==> config.mk <==
export PLATFORM = sky130hd
export DESIGN_NAME = spi_master_cfg
export DESIGN_NICKNAME = d
export VERILOG_FILES = /design/src/rtl/spi_pkg.sv /design/src/rtl/spi_sclk_div.sv /design/src/rtl/spi_master_cfg.sv
export SDC_FILE = /design/constraint.sdc
export NUM_CORES = 1
export LEC_CHECK = 0
export CAP_MARGIN = 5
export CORE_ASPECT_RATIO = 0.75
export CORE_MARGIN = 2
export CORE_UTILIZATION = 35
export DETAILED_ROUTE_END_ITERATION = 8
export HOLD_SLACK_MARGIN = 0.15
export PLACE_DENSITY_LB_ADDON = 0.15
export REMOVE_ABC_BUFFERS = 1
export SYNTH_ARGS = -nofsm -noshare
export SYNTH_HDL_FRONTEND = slang
export SYNTH_SLANG_ARGS = --single-unit
==> constraint.sdc <==
create_clock -name clk_i -period 3.47 [get_ports clk_i]
set_clock_uncertainty 0.05 [all_clocks]
set_input_delay 1.041 -clock clk_i [delete_from_list [all_inputs] [get_ports clk_i]]
set_output_delay 1.041 -clock clk_i [all_outputs]
set_load 0.01 [all_outputs]
==> src/rtl/spi_pkg.sv <==
`default_nettype none
// +----------------------------------------------------------------------+
// | spi_pkg                                                              |
// | Shared FSM state encoding and SPI mode constants for spi_master_cfg. |
// | Revision: 1.0                                                        |
// +----------------------------------------------------------------------+
package spi_pkg;

    typedef enum logic [1:0] {
        ST_IDLE  = 2'd0,
        ST_SETUP = 2'd1,
        ST_XFER  = 2'd2,
        ST_HOLD  = 2'd3
    } spi_state_e;

    // Mode encodings as {cpol, cpha}
    localparam logic [1:0] MODE0 = 2'b00;
    localparam logic [1:0] MODE1 = 2'b01;
    localparam logic [1:0] MODE2 = 2'b10;
    localparam logic [1:0] MODE3 = 2'b11;

endpackage
`default_nettype wire

==> src/rtl/spi_sclk_div.sv <==
`default_nettype none
// +----------------------------------------------------------------------+
// | spi_sclk_div                                                         |
// | Down-counter issuing a 1-cycle tick every div_i+1 cycles while       |
// | enabled; the count restarts from div_i on every enable rise.         |
// | Revision: 1.0                                                        |
// +----------------------------------------------------------------------+
module spi_sclk_div #(
    parameter int DIV_W = 8
) (
    input  logic             clk_i,
    input  logic             rst_ni,
    input  logic             en_i,
    input  logic [DIV_W-1:0] div_i,
    output logic             tick_o
);

    logic [DIV_W-1:0] cnt_q, cnt_d;
    logic             en_q;
    logic [DIV_W-1:0] cnt_cur;

    // First enabled cycle behaves as if the counter had just been loaded
    assign cnt_cur = (en_i && !en_q) ? div_i : cnt_q;
    assign tick_o  = en_i && (cnt_cur == '0);

    always_comb begin
        cnt_d = cnt_q;
        if (en_i) begin
            cnt_d = tick_o ? div_i : (cnt_cur - DIV_W'(1));
        end
    end

    always_ff @(posedge clk_i or negedge rst_ni) begin
        if (!rst_ni) begin
            cnt_q <= '0;
            en_q  <= 1'b0;
        end else begin
            cnt_q <= cnt_d;
            en_q  <= en_i;
        end
    end

endmodule
`default_nettype wire

==> src/rtl/spi_master_cfg.sv <==
`default_nettype none
// +----------------------------------------------------------------------+
// | spi_master_cfg                                                       |
// | Runtime-configurable full-duplex SPI master with start/busy/done     |
// | handshake, abort and NUM_SS active-low slave selects.                |
// | Revision: 1.0                                                        |
// +----------------------------------------------------------------------+
module spi_master_cfg
    import spi_pkg::*;
#(
    parameter int DATA_W = 8,
    parameter int NUM_SS = 4,
    parameter int DIV_W  = 8,
    localparam int SS_W  = (NUM_SS > 1) ? $clog2(NUM_SS) : 1
) (
    input  logic              clk_i,
    input  logic              rst_ni,
    input  logic              start_i,
    input  logic              abort_i,
    input  logic [DATA_W-1:0] tx_data_i,
    input  logic              cpol_i,
    input  logic              cpha_i,
    input  logic              lsb_first_i,
    input  logic [SS_W-1:0]   slave_sel_i,
    input  logic [DIV_W-1:0]  clk_div_i,
    input  logic              miso_i,
    output logic              sclk_o,
    output logic              mosi_o,
    output logic [NUM_SS-1:0] ss_n_o,
    output logic              busy_o,
    output logic              done_o,
    output logic [DATA_W-1:0] rx_data_o
);

    localparam int              EC_W      = $clog2(2*DATA_W+1);
    localparam logic [EC_W-1:0] LAST_EDGE = EC_W'(2*DATA_W-1);

    spi_state_e        state_q, state_d;
    logic              tick;
    logic              accept;
    logic              cpol_q, cpol_d, cpha_q, cpha_d, lsb_q, lsb_d;
    logic [SS_W-1:0]   ss_q, ss_d;
    logic [DIV_W-1:0]  div_q, div_d;
    logic [DATA_W-1:0] tx_sh_q, tx_sh_d, rx_sh_q, rx_sh_d, rx_data_q, rx_data_d;
    logic [EC_W-1:0]   edge_q, edge_d;
    logic              sclk_q, sclk_d, mosi_q, mosi_d, done_q, done_d;
    logic              leading, shift_edge, sample_edge;
    logic [DATA_W-1:0] tx_src, tx_shifted;
    logic              tx_lsb, tx_bit;

    spi_sclk_div #(.DIV_W(DIV_W)) u_div (
        .clk_i  (clk_i),
        .rst_ni (rst_ni),
        .en_i   (busy_o),
        .div_i  (div_q),
        .tick_o (tick)
    );

    assign accept = start_i && (state_q == ST_IDLE);

    // ---------------- FSM: state register ----------------
    always_ff @(posedge clk_i or negedge rst_ni) begin
        if (!rst_ni) state_q <= ST_IDLE;
        else         state_q <= state_d;
    end

    // ---------------- FSM: next state ----------------
    always_comb begin
        state_d = state_q;
        unique case (state_q)
            ST_IDLE:  if (start_i) state_d = ST_SETUP;
            ST_SETUP: if (abort_i) state_d = ST_IDLE;
                      else if (tick) state_d = ST_XFER;
            ST_XFER:  if (abort_i) state_d = ST_IDLE;
                      else if (tick && (edge_q == LAST_EDGE)) state_d = ST_HOLD;
            ST_HOLD:  if (abort_i || tick) state_d = ST_IDLE;
            default:  state_d = ST_IDLE;
        endcase
    end

    // ---------------- FSM: outputs ----------------
    always_comb begin
        busy_o    = (state_q != ST_IDLE);
        sclk_o    = sclk_q;
        mosi_o    = mosi_q;
        done_o    = done_q;
        rx_data_o = rx_data_q;
    end

    // Out-of-range selects match no line, so the transfer runs deselected
    for (genvar i = 0; i < NUM_SS; i++) begin : g_ss
        assign ss_n_o[i] = ~(busy_o && (ss_q == SS_W'(i)));
    end

    // Even edge index is a leading edge (sclk moving away from cpol)
    assign leading     = ~edge_q[0];
    assign shift_edge  = tick && (state_q == ST_XFER) && (cpha_q ? leading : ~leading);
    assign sample_edge = tick && (state_q == ST_XFER) && (cpha_q ? ~leading : leading);

    assign tx_src     = accept ? tx_data_i : tx_sh_q;
    assign tx_lsb     = accept ? lsb_first_i : lsb_q;
    assign tx_bit     = tx_lsb ? tx_src[0] : tx_src[DATA_W-1];
    assign tx_shifted = tx_lsb ? (tx_src >> 1) : (tx_src << 1);

    always_comb begin
        cpol_d    = cpol_q;
        cpha_d    = cpha_q;
        lsb_d     = lsb_q;
        ss_d      = ss_q;
        div_d     = div_q;
        tx_sh_d   = tx_sh_q;
        rx_sh_d   = rx_sh_q;
        rx_data_d = rx_data_q;
        edge_d    = edge_q;
        sclk_d    = sclk_q;
        mosi_d    = mosi_q;
        done_d    = 1'b0;
        if (accept) begin
            cpol_d  = cpol_i;
            cpha_d  = cpha_i;
            lsb_d   = lsb_first_i;
            ss_d    = slave_sel_i;
            div_d   = clk_div_i;
            rx_sh_d = '0;
            edge_d  = '0;
            sclk_d  = cpol_i;
            // cpha=0 presents the first bit for the whole of SETUP
            mosi_d  = cpha_i ? 1'b0 : tx_bit;
            tx_sh_d = cpha_i ? tx_data_i : tx_shifted;
        end else if (busy_o && abort_i) begin
            sclk_d = cpol_q;
            mosi_d = 1'b0;
        end else begin
            if (tick && (state_q == ST_XFER)) begin
                sclk_d = ~sclk_q;
                edge_d = edge_q + EC_W'(1);
            end
            if (shift_edge) begin
                mosi_d  = tx_bit;
                tx_sh_d = tx_shifted;
            end
            if (sample_edge) begin
                rx_sh_d = lsb_q ? {miso_i, rx_sh_q[DATA_W-1:1]}
                                : {rx_sh_q[DATA_W-2:0], miso_i};
            end
            if (tick && (state_q == ST_HOLD)) begin
                done_d    = 1'b1;
                rx_data_d = rx_sh_q;
                mosi_d    = 1'b0;
            end
        end
    end

    always_ff @(posedge clk_i or negedge rst_ni) begin
        if (!rst_ni) begin
            cpol_q    <= 1'b0;
            cpha_q    <= 1'b0;
            lsb_q     <= 1'b0;
            ss_q      <= '0;
            div_q     <= '0;
            tx_sh_q   <= '0;
            rx_sh_q   <= '0;
            rx_data_q <= '0;
            edge_q    <= '0;
            sclk_q    <= 1'b0;
            mosi_q    <= 1'b0;
            done_q    <= 1'b0;
        end else begin
            cpol_q    <= cpol_d;
            cpha_q    <= cpha_d;
            lsb_q     <= lsb_d;
            ss_q      <= ss_d;
            div_q     <= div_d;
            tx_sh_q   <= tx_sh_d;
            rx_sh_q   <= rx_sh_d;
            rx_data_q <= rx_data_d;
            edge_q    <= edge_d;
            sclk_q    <= sclk_d;
            mosi_q    <= mosi_d;
            done_q    <= done_d;
        end
    end

endmodule
`default_nettype wire

## Yosys cells after proc, flatten, opt, wreduce, memory -nomap -nowiden

Cells that the tools add are included.
Widths: inputs -> output; s select.

| cells by class | value |
|---|---|
| add/sub/neg operators | 2 |
| equal/unequal tests | 12 |
| muxes and demuxes | 37 |
| bitwise logic cells | 8 |
| reductions and logical operators | 29 |

Operators with widths:

| cell | number |
|---|---|
| $mux 8 | 12 |
| $mux 1 | 15 |
| $mux 5 | 3 |
| $logic_and 1x1->1 | 13 |
| $mux 2 | 6 |
| $eq 2x2->1 const B | 4 |
| $logic_not 8->1 | 1 |
| $not 1->1 | 8 |
| $pmux 2 s4 | 1 |
| $reduce_bool 2->1 | 4 |
| $sub 8x1->8 const B | 1 |
| $ne 2x2->1 const B | 3 |
| $ne 3x3->1 const B | 2 |
| $reduce_and 2->1 | 3 |
| $add 5x1->5 const B | 1 |
| $eq 5x4->1 const B | 1 |
| $eq 2x1->1 const B | 2 |
| $logic_not 2->1 | 2 |
| $reduce_and 4->1 | 1 |
| $reduce_bool 4->1 | 1 |
| $reduce_and 3->1 | 1 |
| $reduce_bool 3->1 | 1 |
| $logic_not 1->1 | 1 |
| $logic_or 1x1->1 | 1 |

| word-level totals | value |
|---|---|
| register bits after elaboration | 56 |
| input bits | 26 |
| logic and storage cells | 103 |

## Logic depth before layout (Yosys ltp)

Gate-level depths: netlist of run 1.

| logic depth | value |
|---|---|
| depth after elaboration | 11 |
| depth in mapped cells | 10 |
| depth with buffers taken out | 8 |

## Hierarchy

A second synthesis of run 1 with hierarchy kept.

| second synthesis, totals | value |
|---|---|
| cells, all modules | 324 |
| area, all modules | 3233.1 µm² |

By module, submodules not included:

| module | instances | cells an instance | area each (µm²) |
|---|---|---|---|
| spi_master_cfg | 1 | 230 | 2403.6 |
| spi_sclk_div | 1 | 94 | 829.5 |

## Least setup slack after synthesis of run 1

OpenSTA, ideal clock, no wires.

| timing | value |
|---|---|
| path type | reg-to-output |
| from | register state_q[0] |
| to | output ss_n_o[3] |
| data arrival time | 1.490 ns |
| slack | 0.889 ns |
| stages on the path, launching flop included | 6 |
| buffers on the path | 2 |
| path through | dfrtp_1 -> clkbuf_1 -> nor2_1 -> inv_1 -> clkbuf_1 -> nand3_1 |

| on the way | value |
|---|---|
| cells in the longest elaborated chain, start to end | 3 |

Ends and longest elaborated chain:

| item | RTL line | text |
|---|---|---|
| start, declared | spi_master_cfg.sv:38 | `spi_state_e state_q, state_d;` |
| start signal, assigned | spi_master_cfg.sv:64 | `else state_q <= state_d;` |
| $reduce_bool 2->1 | spi_master_cfg.sv:83 | `busy_o = (state_q != ST_IDLE);` |
| via busy_o | spi_master_cfg.sv:30 | `output logic busy_o,` |
| $logic_and 1x1->1 | spi_master_cfg.sv:92 | `assign ss_n_o[i] = ~(busy_o && (ss_q == SS_W'(i)));` |
| $not 1->1 | spi_master_cfg.sv:92 |  |
| end, declared | spi_master_cfg.sv:29 | `output logic [NUM_SS-1:0] ss_n_o,` |

The timed path passes the listed nets, and every way through them passes these cells.

## Worst setup path after layout of run 1

| timing | value |
|---|---|
| from | register state_q[0] |
| to | output ss_n_o[0] |

| on the way | value |
|---|---|
| cells in the longest elaborated chain, start to end | 3 |

Ends and longest elaborated chain:

| item | RTL line |
|---|---|
| $reduce_bool 2->1 | spi_master_cfg.sv:83 |
| $logic_and 1x1->1 | spi_master_cfg.sv:92 |
| $not 1->1 | spi_master_cfg.sv:92 |

Every way passes these cells.

==> parameters.txt, run 1 <==
Parameter                              Value

Clocking
  Maximum clock path buffer count ... 2
  Count of buffers added by post-CTS timing repair for setup ... 0
  TritonCTS clock tree ... built
  Root buffer cell ... sky130_fd_sc_hd__clkbuf_16
  H-tree depth ... 2
  Clock buffer count from CTS ... 5
  Number of buffers inserted by hold repair at cts ... 0
  Clk Latency, worst-skew pair ... 300 ps
  Sinks on Clock Net ... 56
  Clock Pin Slew Worst Setup and Hold Paths ... 70 ps
  Number of cells upsized or downsized after cts ... 0

Yosys
  Share of the synthesized area in the top cell type ... 41.9%
  Biggest area consumer among synthesized cells ... sky130_fd_sc_hd__dfrtp_1
  Adder-cell area share of the yosys netlist ... 1.49%
  Basic-gate share of the synthesized area counting and, or, nand and nor cells ... 22.2%
  Proportion of register bits with asynchronous set or reset after synthesis ... 100%
  Proportion of synthesized area in mux cells ... 13.3%
  Synth Cell Area ... 0.00335 mm²
  Mean cell area of the mapped netlist ... 9.07 µm²
  Yosys warning total ... 0
  Combinational family with the most area after synthesis ... simple AND/OR/NAND/NOR gates
  Synth cell types ... 57
  Gate count after technology mapping ... 369
  Complex-gate fraction of the synthesized area ... 16.1%
  Sequential element share of the synthesized area ... 41.9%
  Ys flop type ... sky130_fd_sc_hd__dfrtp_1
  Seq cells post-synth ... 56
  Xor/xnor cell area share of the yosys netlist ... 0.785%
  Cell types occupying the most area after synthesis ... sky130_fd_sc_hd__dfrtp_1 (42%), sky130_fd_sc_hd__mux2i_1 (9.3%), sky130_fd_sc_hd__nand2_1 (7.0%)
  EDFF count, synth ... 0

Finish
  Antenna diode count ... 0
  Area Overhead vs Synth ... 21.0%
  Multi-input gate area in the final layout ... 0.00180 mm²
  Fillcell total ... 952
  Net count reported at finish ... 432
  Cell area after layout ... 0.00405 mm²
  Seq. cell area ... 0.00140 mm²
  Fraction of layout cells with a size suffix above 1 ... 11.9%

Power
  IR drop worst, VDD ... 0.243 mV
  Leakage Power ... 0.00173 µW
  Total power density per cell area ... 553 mW/mm²

Floorplan
  DIE HEIGHT ... 88.7 µm
  Starting Density ... 36.6%
  Floorplan Core Area ... 0.00916 mm²
  Horizontal die dimension ... 117 µm
  FP Rows ... 30
  I/O pin total ... 42
  Area of the die ... 0.0104 mm²

Setup path
  Critical Path Fanout Max ... 14
  Element type at the critical path start ... register
  Arrival time of data at the critical path endpoint ... 2070 ps
  Kind of end point of the critical path ... output port
  Required @ worst endpoint ... 2380 ps
  Delay of the slowest cell on the worst path ... 600 ps
  Classification of the worst setup path ... reg2out
  Cells along the critical path ... nor2_1 > buf_4 > or3_1 > clkdlybuf4s50_1
  Cell with the biggest individual delay on the critical path ... sky130_fd_sc_hd__dfrtp_1

Timing
  Max Fclk ... 317 MHz
  Final TNS setup ... 0 ps
  Final period demand of the worst path ... 3160 ps
  Final period utilization ... 91.0%
  Worst Max-Slew Pin Slew ... 965 ps
  Number of hold-slack violations in the final timing report ... 0
  Max-Slew Margin vs Limit ... 35.2%
  Unrepaired setup endpoints after global routing ... no
  Final setup violating endpoints ... 0
  Pins over their slew limit ... 0

Global routing
  Via count of the first global-routing pass ... 2816
  First-pass GRT wire length ... 13900 µm
  Pin count of the biggest net entering global routing ... 57
  Sum of overflow across all layers after global routing ... 0
  GRT Util Overall ... 17.2%
  Antenna violations before repair ... 0

Outcome
  Outcome ... finished clean

Detailed routing
  Detailed-route via count ... 2828
  Detailed Route Iter0 Violations ... 185
  # DRC ... 0
  Post-DR wirelength/cell ... 15.3 µm
  Routed wire length ... 8110 µm
  DR pass1 iterations ... 4
  Number of nets still failing antenna checks after routing ... 0
  Routed vias/inst ... 5.33

Min path
  Hold crit path type ... reg2reg

Placement
  Routability-driven placement congestion ratio ... 0.869
  Sum of net half-perimeters after detailed placement ... 5700 µm
  Input/output buffers ... 41
  Placement-stage cell area ... 0.00390 mm²

Flow run
  Max-Cap Viols ... 0
logic make-up after synthesis:
logic type,count (synthesis)
simple gates,145
compound gates,84
flops,56
mux,43
buf+inv,34
fa+ha+maj,4
xor+xnor,3
cells in the mapped netlist (3+ instances only):
cell type / count
sky130_fd_sc_hd__a211oi_1: 6
sky130_fd_sc_hd__a21oi_1: 12
sky130_fd_sc_hd__a31oi_1: 7
sky130_fd_sc_hd__buf_2: 5
sky130_fd_sc_hd__clkbuf_1: 20
sky130_fd_sc_hd__dfrtp_1: 56
sky130_fd_sc_hd__ha_1: 4
sky130_fd_sc_hd__inv_1: 7
sky130_fd_sc_hd__mux2_2: 12
sky130_fd_sc_hd__mux2i_1: 31
sky130_fd_sc_hd__nand2_1: 62
sky130_fd_sc_hd__nand2b_1: 7
sky130_fd_sc_hd__nand3_1: 20
sky130_fd_sc_hd__nand3b_1: 3
sky130_fd_sc_hd__nand4_1: 4
sky130_fd_sc_hd__nor2_1: 16
sky130_fd_sc_hd__nor3_1: 5
sky130_fd_sc_hd__nor3b_1: 3
sky130_fd_sc_hd__nor4_1: 4
sky130_fd_sc_hd__o211ai_1: 4
sky130_fd_sc_hd__o21ai_0: 21
sky130_fd_sc_hd__o21ai_1: 9
sky130_fd_sc_hd__o31ai_1: 5
sky130_fd_sc_hd__or3_1: 3
through the flow:
step | utilization, % | instances | setup slack, ps | hold WS [ps] | power (µW)
final | 44.2 | 531 | 312 | 447 | 2240
after detailed placement | 42.6 | 523 | 442 | 435 | 1720
after global routing | 44.2 | 531 | 132 | 485 | 2410
after global placement | 42.6 | 523 | 489 | 430 | 1710
after CTS | 44.2 | 531 | 295 | 453 | 2260
after floorplan | - | 342 | 239 | 409 | 1430
per-layer routing:
metal  share of wire (%)  vias up  GRT usage, %
met2                  44       60          25.7
li1                    -     1399             -
met3                 4.4        8          3.42
met5                   0        -             0
met4                 1.1        0          4.92
met1                  50     1361          25.4
flip-flops by register name, indices dropped and copies added, names as in the netlist, 2 cells and up:
signal       cells
tx_sh_q          8
edge_q           5
div_q            8
ss_q             2
rx_data_o        8
state_q          2
rx_sh_q          8
u_div.cnt_q      8
critical path, delay by kind of cell (launching register included):
family / cells / cell delay (ps)
flops: 1 / 600
buf+inv: 2 / 680
simple gates: 2 / 500
report_power, final:
group / total (µW) / switching [µW] / internal, µW
sequential: 984 / 206 / 777
clock: 528 / 238 / 289
combinational: 728 / 367 / 361
layout by cell type, fill, tap and decap left out, drive strengths merged, types with 3 or more instances in the layout:
cell and instances:
a211oi 6, a21oi 12, a31oi 7, buf 13, clkbuf 6, clkdlybuf4s50 40
dfrtp 56, ha 4, inv 8, mux2 12, mux2i 31, nand2 62
nand2b 7, nand3 20, nand3b 3, nand4 4, nor2 17, nor3 5
nor3b 4, nor4 6, o211ai 4, o21ai 30, o31ai 5, or3 3
worst paths after layout:
| check | startpoint | endpoint | slack (ps) | cells after the start |
|---|---|---|---|---|
| max | state_q[0]$_DFFE_PN0P_ | ss_n_o[0] | 310 | 4 |
| min | cpha_q$_DFFE_PN0P_ | cpha_q$_DFFE_PN0P_ | 450 | 2 |
| max reg2reg | state_q[0]$_DFFE_PN0P_ | rx_sh_q[4]$_DFFE_PN0P_ | 580 | 8 |
| min reg2reg | cpha_q$_DFFE_PN0P_ | cpha_q$_DFFE_PN0P_ | 450 | 2 |
| max in group asynchronous | rst_ni | u_div.cnt_q[5]$_DFFE_PN0N_ | 2420 | 2 |
| min in group asynchronous | rst_ni | cpol_q$_DFFE_PN0P_ | 680 | 2 |
area by class of cell:
cell class | count | area share, %
Clock buffer | 6 | 3.43
Clock inverter | 2 | 0.340
Multi-Input combinational cell | 279 | 44.5
Tap cell | 128 | 3.95
Inverter | 7 | 0.649
Sequential cell | 56 | 34.6
Timing Repair Buffer | 53 | 12.5
Power figures use the tool's default switching activity.
==> run 2: changes to the inputs <==
--- a/config.mk
+++ b/config.mk
@@ -6,9 +6,11 @@
 export NUM_CORES = 1
 export LEC_CHECK = 0
 export CAP_MARGIN = 5
+export CELL_PAD_IN_SITES_DETAIL_PLACEMENT = 2
+export CELL_PAD_IN_SITES_GLOBAL_PLACEMENT = 2
 export CORE_ASPECT_RATIO = 0.75
 export CORE_MARGIN = 2
-export CORE_UTILIZATION = 35
+export CORE_UTILIZATION = 34
 export DETAILED_ROUTE_END_ITERATION = 8
 export HOLD_SLACK_MARGIN = 0.15
 export PLACE_DENSITY_LB_ADDON = 0.15
==> run 2 against run 1 <==
Worst hold slack improved by 15 ps. Count of clock-buffer cells in the layout fell by 1. Clock power is 4.9% higher. Wire length is 27% higher. Design area rose by 0.53%. Fmax fell by 1.1%. Sequential power is 0.8% higher. Critical path depth stayed put. Non-clock buffer count grew 2. Die area is 2.8% higher. Highest routed layer unchanged.
==> parameters.txt, run 2 (synthesis gave the netlist of run 1 again) <==
Parameter                              Value

Outcome
  Outcome ... finished clean

Timing
  Pins over their slew limit ... 0
  Final setup violating endpoints ... 0
  Final period demand of the worst path ... 3190 ps
  Unrepaired setup endpoints after global routing ... no
  Number of hold-slack violations in the final timing report ... 0
  Worst Max-Slew Pin Slew ... 1120 ps
  Max-Slew Margin vs Limit ... 24.9%
  Final period utilization ... 92.0%
  Max Fclk ... 313 MHz
  Final TNS setup ... 0 ps

Global routing
  Sum of overflow across all layers after global routing ... 0
  Pin count of the biggest net entering global routing ... 36
  Via count of the first global-routing pass ... 3285
  Antenna violations before repair ... 0
  GRT Util Overall ... 20.6%
  First-pass GRT wire length ... 17600 µm

Power
  Total power density per cell area ... 568 mW/mm²
  Leakage Power ... 0.00174 µW
  IR drop worst, VDD ... 0.226 mV
  Total power draw ... 2310 µW

Flow run
  Max-Cap Viols ... 0

Finish
  Leading cell types in the layout, fill and taps excluded ... sky130_fd_sc_hd__nand2_1 (62), sky130_fd_sc_hd__dfrtp_1 (56), sky130_fd_sc_hd__clkdlybuf4s50_1 (40)
  Antenna diode count ... 0
  Area Overhead vs Synth ... 21.6%
  End-of-flow core utilization ... 42.3%
  Final std cells w/o fill ... 537
  Net count reported at finish ... 434
  Fillcell total ... 1099
  Fraction of layout cells with a size suffix above 1 ... 12.3%
  Leading cell type in the layout, fill and taps excluded ... sky130_fd_sc_hd__nand2_1

Placement
  Number of cells after detailed placement ... 529
  Input/output buffers ... 41
  Sum of net half-perimeters after detailed placement ... 7330 µm
  Routability-driven placement congestion ratio ... 0.793

Setup path
  Classification of the worst setup path ... reg2out
  Kind of end point of the critical path ... output port
  Critical Path Fanout Max ... 14
  Cell with the biggest individual delay on the critical path ... sky130_fd_sc_hd__dfrtp_1
  Required @ worst endpoint ... 2380 ps
  Cells along the critical path ... nor2_1 > inv_1 > nand3_1 > clkdlybuf4s50_1
  Arrival time of data at the critical path endpoint ... 2100 ps
  Element type at the critical path start ... register
  Delay of the slowest cell on the worst path ... 540 ps

Floorplan
  FP Rows ... 31
  I/O pin total ... 42
  Floorplan Core Area ... 0.00962 mm²
  Horizontal die dimension ... 119 µm
  Area of the die ... 0.0107 mm²
  DIE HEIGHT ... 89.9 µm
  Starting Density ... 34.8%

Clocking
  Count of buffers added by post-CTS timing repair for setup ... 0
  Clock Pin Slew Worst Setup and Hold Paths ... 90 ps
  TritonCTS clock tree ... built
  Maximum clock path buffer count ... 2
  Sinks on Clock Net ... 56
  H-tree depth ... 2
  Clk Latency, worst-skew pair ... 310 ps
  Number of cells upsized or downsized after cts ... 0
  Number of buffers inserted by hold repair at cts ... 0
  Root buffer cell ... sky130_fd_sc_hd__clkbuf_16
  Clock buffer count from CTS ... 5

Detailed routing
  Detailed Route Iter0 Violations ... 153
  Post-DR wirelength/cell ... 19.1 µm
  Routed vias/inst ... 5.56
  # DRC ... 0
  Routed wire length ... 10300 µm
  Number of nets still failing antenna checks after routing ... 0
  DR pass1 iterations ... 4
  Detailed-route via count ... 2985

Min path
  Hold crit path type ... reg2reg
run 2: cell types whose count changed in the layout (fill, tap and decap cells not counted):
cell,delta
sky130_fd_sc_hd__inv_8,+1
sky130_fd_sc_hd__clkbuf_8,-1
sky130_fd_sc_hd__clkinv_2,-1
sky130_fd_sc_hd__inv_6,+1
sky130_fd_sc_hd__buf_4,+2
run 2: metrics by stage:
stage / setup WS [ps] / area, µm² / hold WS, ps
6_report: 277 / 4070 / 462
5_1_grt: 139 / 4070 / 478
4_1_cts: 272 / 4070 / 466
3_5_place_dp: 231 / 3920 / 440
3_3_place_gp: 352 / 3920 / 432
2_1_floorplan: 239 / 3230 / 409
run 2: area by class of cell:
| type | count | area, µm² | area share, % |
|---|---|---|---|
| multi-input combinational | 279 | 1800 | 44.3 |
| sequential | 56 | 1400 | 34.4 |
| timing repair buffer | 55 | 523 | 12.8 |
| tap | 132 | 165 | 4.06 |
| clock inverter | 3 | 28.8 | 0.707 |
| clock buffer | 5 | 125 | 3.07 |
| inverter | 7 | 26.3 | 0.645 |
run 2: critical path: cells and delay by family, from the launching register on:
family	cells	cell delay [ps]
flops	1	540
simple gates	2	560
buf+inv	2	690
run 2: where the power goes:
part / leakage [µW] / total [µW] / switching, µW / internal, µW
combinational: 0.000941 / 765 / 401 / 364
clock: 0.0000767 / 554 / 274 / 279
sequential: 0.000719 / 992 / 216 / 777
total: 0.00174 / 2310 / 891 / 1420
run 2: final timing paths:
path,from,to,slack (ps),cells after the start
max in group asynchronous,rst_ni,u_div.cnt_q[5]$_DFFE_PN0N_,2070,2
worst max-delay path,state_q[0]$_DFFE_PN0P_,ss_n_o[3],280,4
min in group asynchronous,rst_ni,tx_sh_q[2]$_DFFE_PN0P_,700,1
worst min register to register,rx_data_o[1]$_DFFE_PN0P_,rx_data_o[1]$_DFFE_PN0P_,460,1
worst max register to register,state_q[0]$_DFFE_PN0P_,rx_sh_q[0]$_DFFE_PN0P_,520,8
worst min-delay path,rx_data_o[1]$_DFFE_PN0P_,rx_data_o[1]$_DFFE_PN0P_,460,1
run 2: routing by layer:
layer  vias up  part of all wire, %  track usage (%)
met3         9                  3.6             3.81
met2        57                   46             33.0
met5         -                    0                0
met1      1524                   49             28.7
li1       1395                    -                -
met4         0                  1.2             5.26
